## src/rtl/control_sequencer_if.sv

```systemverilog
// Instruction-memory fetch bus between the control sequencer (master) and
// the instruction memory (slave).
interface control_sequencer_if #(
    parameter int OP_W = 4,
    parameter int PC_W = 8
);
    logic            imem_req;
    logic [PC_W-1:0] imem_addr;
    logic            imem_valid;
    logic [OP_W-1:0] imem_data;

    modport master (
        output imem_req,
        output imem_addr,
        input  imem_valid,
        input  imem_data
    );

    modport slave (
        input  imem_req,
        input  imem_addr,
        output imem_valid,
        output imem_data
    );
endinterface

```

## src/rtl/control_sequencer.sv

```systemverilog
// Fetch/wait/execute sequencer: steps a PC from 0 to pc_limit, fetching one
// opcode per step and emitting a one-hot control strobe for it.
module control_sequencer #(
    parameter int OP_W  = 4,
    parameter int PC_W  = 8,
    parameter int DIV_W = 4
) (
    input  logic                 CLKin,
    input  logic                 RSTn,
    input  logic                 start,
    input  logic                 stop,
    input  logic [PC_W-1:0]      pc_limit,
    input  logic [DIV_W-1:0]     tick_div,
    control_sequencer_if.master  imem,
    output logic [2**OP_W-1:0]   ctrl,
    output logic                 ctrl_valid,
    output logic                 busy,
    output logic                 done
);
    localparam int CTRL_W = 2**OP_W;

    typedef enum logic [2:0] {
        S_IDLE,
        S_FETCH,
        S_WAIT,
        S_EXEC,
        S_DONE
    } state_t;

    state_t             state, state_next;
    logic [PC_W-1:0]    pc, pc_next;
    logic [OP_W-1:0]    opcode, opcode_next;
    logic [DIV_W-1:0]   div_cnt, div_cnt_next;
    logic [DIV_W-1:0]   div_lim, div_lim_next;

    assign imem.imem_addr = pc;

    always_ff @(posedge CLKin or negedge RSTn) begin
        if (!RSTn) begin
            state   <= S_IDLE;
            pc      <= '0;
            opcode  <= '0;
            div_cnt <= '0;
            div_lim <= '0;
        end else begin
            state   <= state_next;
            pc      <= pc_next;
            opcode  <= opcode_next;
            div_cnt <= div_cnt_next;
            div_lim <= div_lim_next;
        end
    end

    // tick_div is captured into div_lim on FETCH exit so later changes only
    // affect the next instruction; stop always takes priority over progress.
    always_comb begin
        state_next    = state;
        pc_next       = pc;
        opcode_next   = opcode;
        div_cnt_next  = div_cnt;
        div_lim_next  = div_lim;
        imem.imem_req = 1'b0;
        ctrl          = '0;
        ctrl_valid    = 1'b0;
        busy          = 1'b1;
        done          = 1'b0;

        case (state)
            S_IDLE: begin
                busy = 1'b0;
                if (start && !stop) begin
                    pc_next    = '0;
                    state_next = S_FETCH;
                end
            end
            S_FETCH: begin
                imem.imem_req = 1'b1;
                if (stop) begin
                    state_next = S_IDLE;
                end else if (imem.imem_valid) begin
                    opcode_next = imem.imem_data;
                    if (tick_div != '0) begin
                        div_cnt_next = '0;
                        div_lim_next = tick_div;
                        state_next   = S_WAIT;
                    end else begin
                        state_next = S_EXEC;
                    end
                end
            end
            S_WAIT: begin
                div_cnt_next = div_cnt + DIV_W'(1);
                if (stop) begin
                    state_next = S_IDLE;
                end else if (div_cnt == div_lim - DIV_W'(1)) begin
                    state_next = S_EXEC;
                end
            end
            S_EXEC: begin
                ctrl       = CTRL_W'(1) << opcode;
                ctrl_valid = 1'b1;
                if (stop) begin
                    state_next = S_IDLE;
                end else if (pc == pc_limit) begin
                    state_next = S_DONE;
                end else begin
                    pc_next    = pc + PC_W'(1);
                    state_next = S_FETCH;
                end
            end
            S_DONE: begin
                done       = 1'b1;
                state_next = S_IDLE;
            end
            default: begin
                state_next = S_IDLE;
            end
        endcase
    end
endmodule

```

## src/flat_wrapper.sv

```systemverilog
// flat-port wrapper written by rule: the top's interface ports become plain ports
module control_sequencer_flat 
#(
    parameter int OP_W  = 4,
    parameter int PC_W  = 8,
    parameter int DIV_W = 4
)
  (CLKin, RSTn, start, stop, pc_limit, tick_div, ctrl, ctrl_valid, busy, done, imem_imem_req, imem_imem_addr, imem_imem_valid, imem_imem_data);
  control_sequencer_if #(.OP_W(OP_W), .PC_W(PC_W)) imem_i ();
  input  logic CLKin;
  input  logic RSTn;
  input  logic start;
  input  logic stop;
  input  logic [PC_W-1:0] pc_limit;
  input  logic [DIV_W-1:0] tick_div;
  output logic [2**OP_W-1:0] ctrl;
  output logic ctrl_valid;
  output logic busy;
  output logic done;
  output wire logic [$bits(imem_i.imem_req)-1:0] imem_imem_req;
  output wire logic [$bits(imem_i.imem_addr)-1:0] imem_imem_addr;
  input wire logic [$bits(imem_i.imem_valid)-1:0] imem_imem_valid;
  input wire logic [$bits(imem_i.imem_data)-1:0] imem_imem_data;
  assign imem_imem_req = imem_i.imem_req;
  assign imem_imem_addr = imem_i.imem_addr;
  assign imem_i.imem_valid = imem_imem_valid;
  assign imem_i.imem_data = imem_imem_data;
  control_sequencer #(.OP_W(OP_W), .PC_W(PC_W), .DIV_W(DIV_W)) u_core (.CLKin(CLKin), .RSTn(RSTn), .start(start), .stop(stop), .pc_limit(pc_limit), .tick_div(tick_div), .imem(imem_i), .ctrl(ctrl), .ctrl_valid(ctrl_valid), .busy(busy), .done(done));
endmodule
```

## config.mk

```make
export PLATFORM = sky130hd
export DESIGN_NAME = control_sequencer_flat
export DESIGN_NICKNAME = d
export VERILOG_FILES = /design/src/rtl/control_sequencer_if.sv /design/src/rtl/control_sequencer.sv /design/src/flat_wrapper.sv
export SDC_FILE = /design/constraint.sdc
export NUM_CORES = 1
export LEC_CHECK = 0
export ABC_AREA = 1
export CAP_MARGIN = 10
export CORE_MARGIN = 4
export CORE_UTILIZATION = 45
export CTS_BUF_LIST = sky130_fd_sc_hd__clkbuf_4 sky130_fd_sc_hd__clkbuf_8
export CTS_CLUSTER_SIZE = 8
export DETAILED_ROUTE_END_ITERATION = 8
export PLACE_DENSITY = 0.77
export REMOVE_ABC_BUFFERS = 1
export SLEW_MARGIN = 20
export SYNTH_ARGS = -nofsm -noshare
export SYNTH_HDL_FRONTEND = slang
export SYNTH_SLANG_ARGS = --single-unit
export TNS_END_PERCENT = 10
```

## constraint.sdc

```tcl
create_clock -name CLKin -period 1.9 [get_ports CLKin]
set_input_delay 0.19 -clock CLKin [delete_from_list [all_inputs] [get_ports CLKin]]
set_output_delay 0.19 -clock CLKin [all_outputs]
set_load 0.05 [all_outputs]
```

=== Word level (Yosys, flattened, before mapping) ===
Cells that the tools add are included.

* Register bits: 23
* Bits in latches: 0
* RAM bits: 0
* Memory bits (read-only): 0
* Input port bits: 21
* Logic and storage cells: 57
* Memories kept: 0

* Add/sub/neg operators: 3
* Multipliers: 0
* Divide/modulo/power cells: 0
* $lt $le $gt $ge: 0
* Equal/unequal tests: 14
* Shift-type cells: 1
* Mux-type cells: 22
* Bitwise operators: 1
* Reductions and logical operators: 11

{| class="wikitable"
|+ Operators with widths
! cell !! count
|-
| $mux 8 || 3
|-
| $mux 3 || 7
|-
| $mux 16 || 1
|-
| $pmux 8 s2 || 1
|-
| $shl 1x4->16 const A || 1
|-
| $mux 4 || 3
|-
| $pmux 3 s4 || 1
|-
| $reduce_and 4->1 || 3
|-
| $add 8x1->8 const B || 1
|-
| $eq 8x8->1 || 1
|-
| $ne 2x2->1 const B || 4
|-
| $pmux 4 s2 || 1
|-
| $eq 3x2->1 const B || 2
|-
| $reduce_and 3->1 || 2
|-
| $mux 1 || 5
|-
| $add 4x1->4 const B || 1
|-
| $eq 4x4->1 || 1
|-
| $ne 2x1->1 const B || 2
|-
| $reduce_bool 2->1 || 2
|-
| $reduce_bool 4->1 || 1
|-
| $sub 4x1->4 const B || 1
|-
| $eq 3x1->1 const B || 1
|-
| $eq 3x3->1 const B || 1
|-
| $logic_not 3->1 || 1
|-
| other kinds (5) || 5
|}

=== Logic depth before layout (Yosys ltp) ===
* Word-level depth: 5
* Mapped depth: 12
* Mapped depth without buffers: 12

=== Worst setup path after synthesis ===
Ideal clock, no wire load.

* Kind: register -> output
* Start: reg u_core.state[2]
* End: out ctrl[10]
* Arrival time: 1.871 ns
* Data required time: 1.710 ns
* Setup slack: -0.161 ns
* Cell stages (with the launch flop): 6
* Cell sequence: dfrtp_1 -> inv_2 -> nand3_1 -> inv_1 -> nand2_1 -> nor2_1

* Cells in the longest elaborated chain, start to end: 2

{| class="wikitable"
|+ Ends and longest elaborated chain
! element !! line !! text
|-
| start: declaration || control_sequencer.sv:30 || <nowiki>state_t state, state_next;</nowiki>
|-
| start signal: assignment || control_sequencer.sv:46 || <nowiki>state <= state_next;</nowiki>
|-
| $eq 3x2->1 || control_sequencer.sv:68 || <nowiki>case (state)</nowiki>
|-
| $mux 16 || control_sequencer.sv:68 ||
|-
| end: declaration || flat_wrapper.sv:16 || <nowiki>output logic [2**OP_W-1:0] ctrl;</nowiki>
|}

Every way passes these cells.

=== Worst setup path in the final report ===
* Start: reg u_core.pc[4] (netlist: u_core.imem.imem_addr[4])
* End: out imem_imem_addr[4]

{| class="wikitable"
|+ RTL lines
! element !! line !! text
|-
| start: declaration || control_sequencer.sv:31 || <nowiki>logic [PC_W-1:0] pc, pc_next;</nowiki>
|-
| start signal: assignment || control_sequencer.sv:47 || <nowiki>pc <= pc_next;</nowiki>
|-
| end: declaration || flat_wrapper.sv:21 || <nowiki>output wire logic [$bits(imem_i.imem_addr)-1:0] imem_imem_addr;</nowiki>
|}

No word-level cell between the ends.

==> results.py <==
metrics = {
    "drt": {
        "drc": 0,
        "vias_per_cell": 4.83,
        "wirelength_um": 4000,
        "drt-pass1-iter-count": 4,
        "avgRoutedWirePerCell_um": 12.1,
        "num_vias": 1599,
        "drt-initial-drc-count": 72,
        "ant_nets": 0,
    },
    "setup_path": {
        "crit_path_cell_trace": "clkdlybuf4s50_1",
        "worstSetupStartpointType": "register",
        "max_stage_delay_ns": 0.85,
        "path_depth": 1,
        "crit_family": "buffers and inverters",
        "crit_path_end_kind": "output port",
        "reg2reg_depth": 9,
        "worst-endpoint-arrival_ns": 1.65,
        "crit_required_ns": 1.71,
        "critical_path_class": "reg -> out",
        "critPathSlowestCell": "clkdlybuf4s50_1",
        "path_buf_inv": 1,
        "crit_fanout": 6,
    },
    "synthesis": {
        "yosysUniqueCellTypes": 25,
        "yosysMostFrequentCell": "nand2_1",
        "synth_top_area_frac": 0.359,
        "syn_avg_cell_area_um2": 6.91,
        "ys.flop_type": "dfrtp_1",
        "synth_warnings": 0,
        "syn-cell-area_um2": 1600,
        "ys_top_cells_by_count": "67 x nand2_1, 30 x inv_1, 24 x nand3_1",
        "postSynthCellCount": 232,
        "synthArstFlopShare": 1.00,
        "synth_edf_count": 0,
        "ys_top_cells_by_area": "dfrtp_1 36%, nand2_1 16%, nand3_1 7.5%, inv_1 7.0%, nor2_1 4.9%",
        "synth_seq_area_share": 0.359,
        "synth_seq_cells": 23,
        "post-synth-top-area-cell": "dfrtp_1",
    },
    "global_route": {
        "grt_pass1_wl_um": 6750,
        "antenna_found_initial": 0,
        "grt_max_degree": 24,
        "grt_usage": 0.191,
        "overflow": 0,
        "grt_pass1_vias": 1588,
    },
    "clock_network": {
        "tritoncts": "done",
        "cts_max_level": 1,
        "cts_buffers": 3,
        "clk_transition_reported_paths_ns": 0.13,
        "clkLatencyLatePin_ns": 0.31,
        "cts_setup_buffers": 0,
        "hold_buffers": 0,
        "ctsResizeCount": 0,
        "root_buffer": "clkbuf_4",
        "clockBufferDepth": 2,
        "cts.sinks": 23,
    },
    "flow_run": {
        "cap_violations": 0,
    },
    "outcome": {
        "status": "finished, final reports clean",
    },
    "timing": {
        "worst_pin_slew_ns": 0.512,
        "fmax_ghz": 0.543,
        "hold_slack_ns": 0.214,
        "min_period_over_period": 0.970,
        "finalWorstSetupSlack_ns": 0.0574,
        "hold_violations": 0,
        "grt_setup_unrepaired": "true",
        "finalMaxSlewViolations": 0,
        "finClkSkew_ns": 0.00277,
        "fin_crit_ns": 1.84,
        "finalSetupViolations": 0,
        "slew_headroom": 0.658,
        "tns_ns": 0,
    },
    "die": {
        "fp.dieArea_um2": 4580,
        "num_rows": 21,
        "core_area_um2": 3390,
        "boundaryPins": 49,
        "start_util": 0.473,
        "die_x_um": 67.7,
        "die-height_um": 67.7,
    },
    "place": {
        "hpwlAfterDp_um": 3100,
        "numPortBuffers": 48,
        "placedInstanceArea_um2": 2310,
        "pre_cts_ws_ns": 0.263,
        "gp_congestion": 0.816,
    },
    "cells_and_area": {
        "final_core_util": 0.698,
        "nNetsFinal": 310,
        "drive_above_1_share": 0.204,
        "post-route-cell-area_um2": 2360,
        "area_growth_pct": 47.5,
        "antennaDiodeCount": 0,
    },
    "pwr": {
        "p_per_area_nw_per_um2": 926,
        "ir_drop_v": 0.000492,
        "p_leak_uw": 0.00113,
    },
    "worst_hold_path": {
        "hold_path_class": "in -> async",
    },
}
where the power goes:
part / leakage [µW] / total [µW] / switching (µW) / internal, µW
registers: 0.000304 / 772 / 156 / 616
logic: 0.000807 / 1170 / 764 / 407
clock network: 0.0000184 / 248 / 152 / 96.3
total: 0.00113 / 2190 / 1070 / 1120
final cells by class:
class / instances / area [µm²]
tap: 46 / 57.6
sequential: 23 / 576
timing repair buffer: 51 / 671
fill: 271 / 1020
inverter: 36 / 135
clock buffer: 4 / 30.0
multi-input combinational: 171 / 896
metal layers:
| metal | GRT usage | up-vias | part of all wire |
|---|---|---|---|
| met1 | 0.246 | 705 | 0.44 |
| met5 | 0 | - | 0 |
| met2 | 0.306 | 54 | 0.46 |
| li1 | - | 834 | - |
| met3 | 0.0549 | 6 | 0.091 |
| met4 | 0.0633 | 0 | 0.013 |
cell families after synthesis:
| group | Yosys count | synth area share |
|---|---|---|
| compound gates | 18 | 0.0601 |
| xor+xnor | 12 | 0.0656 |
| fa+ha+maj | 3 | 0.0234 |
| buf+inv | 38 | 0.0945 |
| flops | 23 | 0.359 |
| simple gates | 138 | 0.397 |
layout by cell type (no fill, tap or decap), drive strengths merged:
master,n
nand2,72
inv,36
nor2,31
clkdlybuf4s50,26
nand3,24
dfrtp,23
buf,23
o21ai,11
xnor2,7
a21oi,5
xor2,5
nor3,5
nand4,4
clkbuf,4
ha,3
o22ai,2
dlymetal6s2s,2
or2,1
nor3b,1
state kept, by name, indices dropped and copies added, names as in the netlist:
register and flops:
u_core.opcode 4, u_core.div_lim 4, u_core.state 3, u_core.div_cnt 4, u_core.imem.imem_addr 8
worst paths after layout:
check | startpoint | to | slack, ns
max | u_core.imem.imem_addr[4] | imem_imem_addr[4] | 0.06
max reg2reg | u_core.div_lim[0] | u_core.state[0] | 0.40
min reg2reg | u_core.div_lim[1] | u_core.div_lim[1] | 0.51
max in group asynchronous | RSTn | u_core.state[0] | 1.46
min | RSTn | u_core.opcode[3] | 0.21
min in group CLKin | imem_imem_data[3] | u_core.opcode[3] | 0.40
per-stage QoR:
step	total power (µW)	std cells
floorplan	1570	230
global placement	1900	327
detailed placement	1920	327
CTS	2170	331
global route	2360	331
finish	2190	331
(Power assumes the default switching activity.)
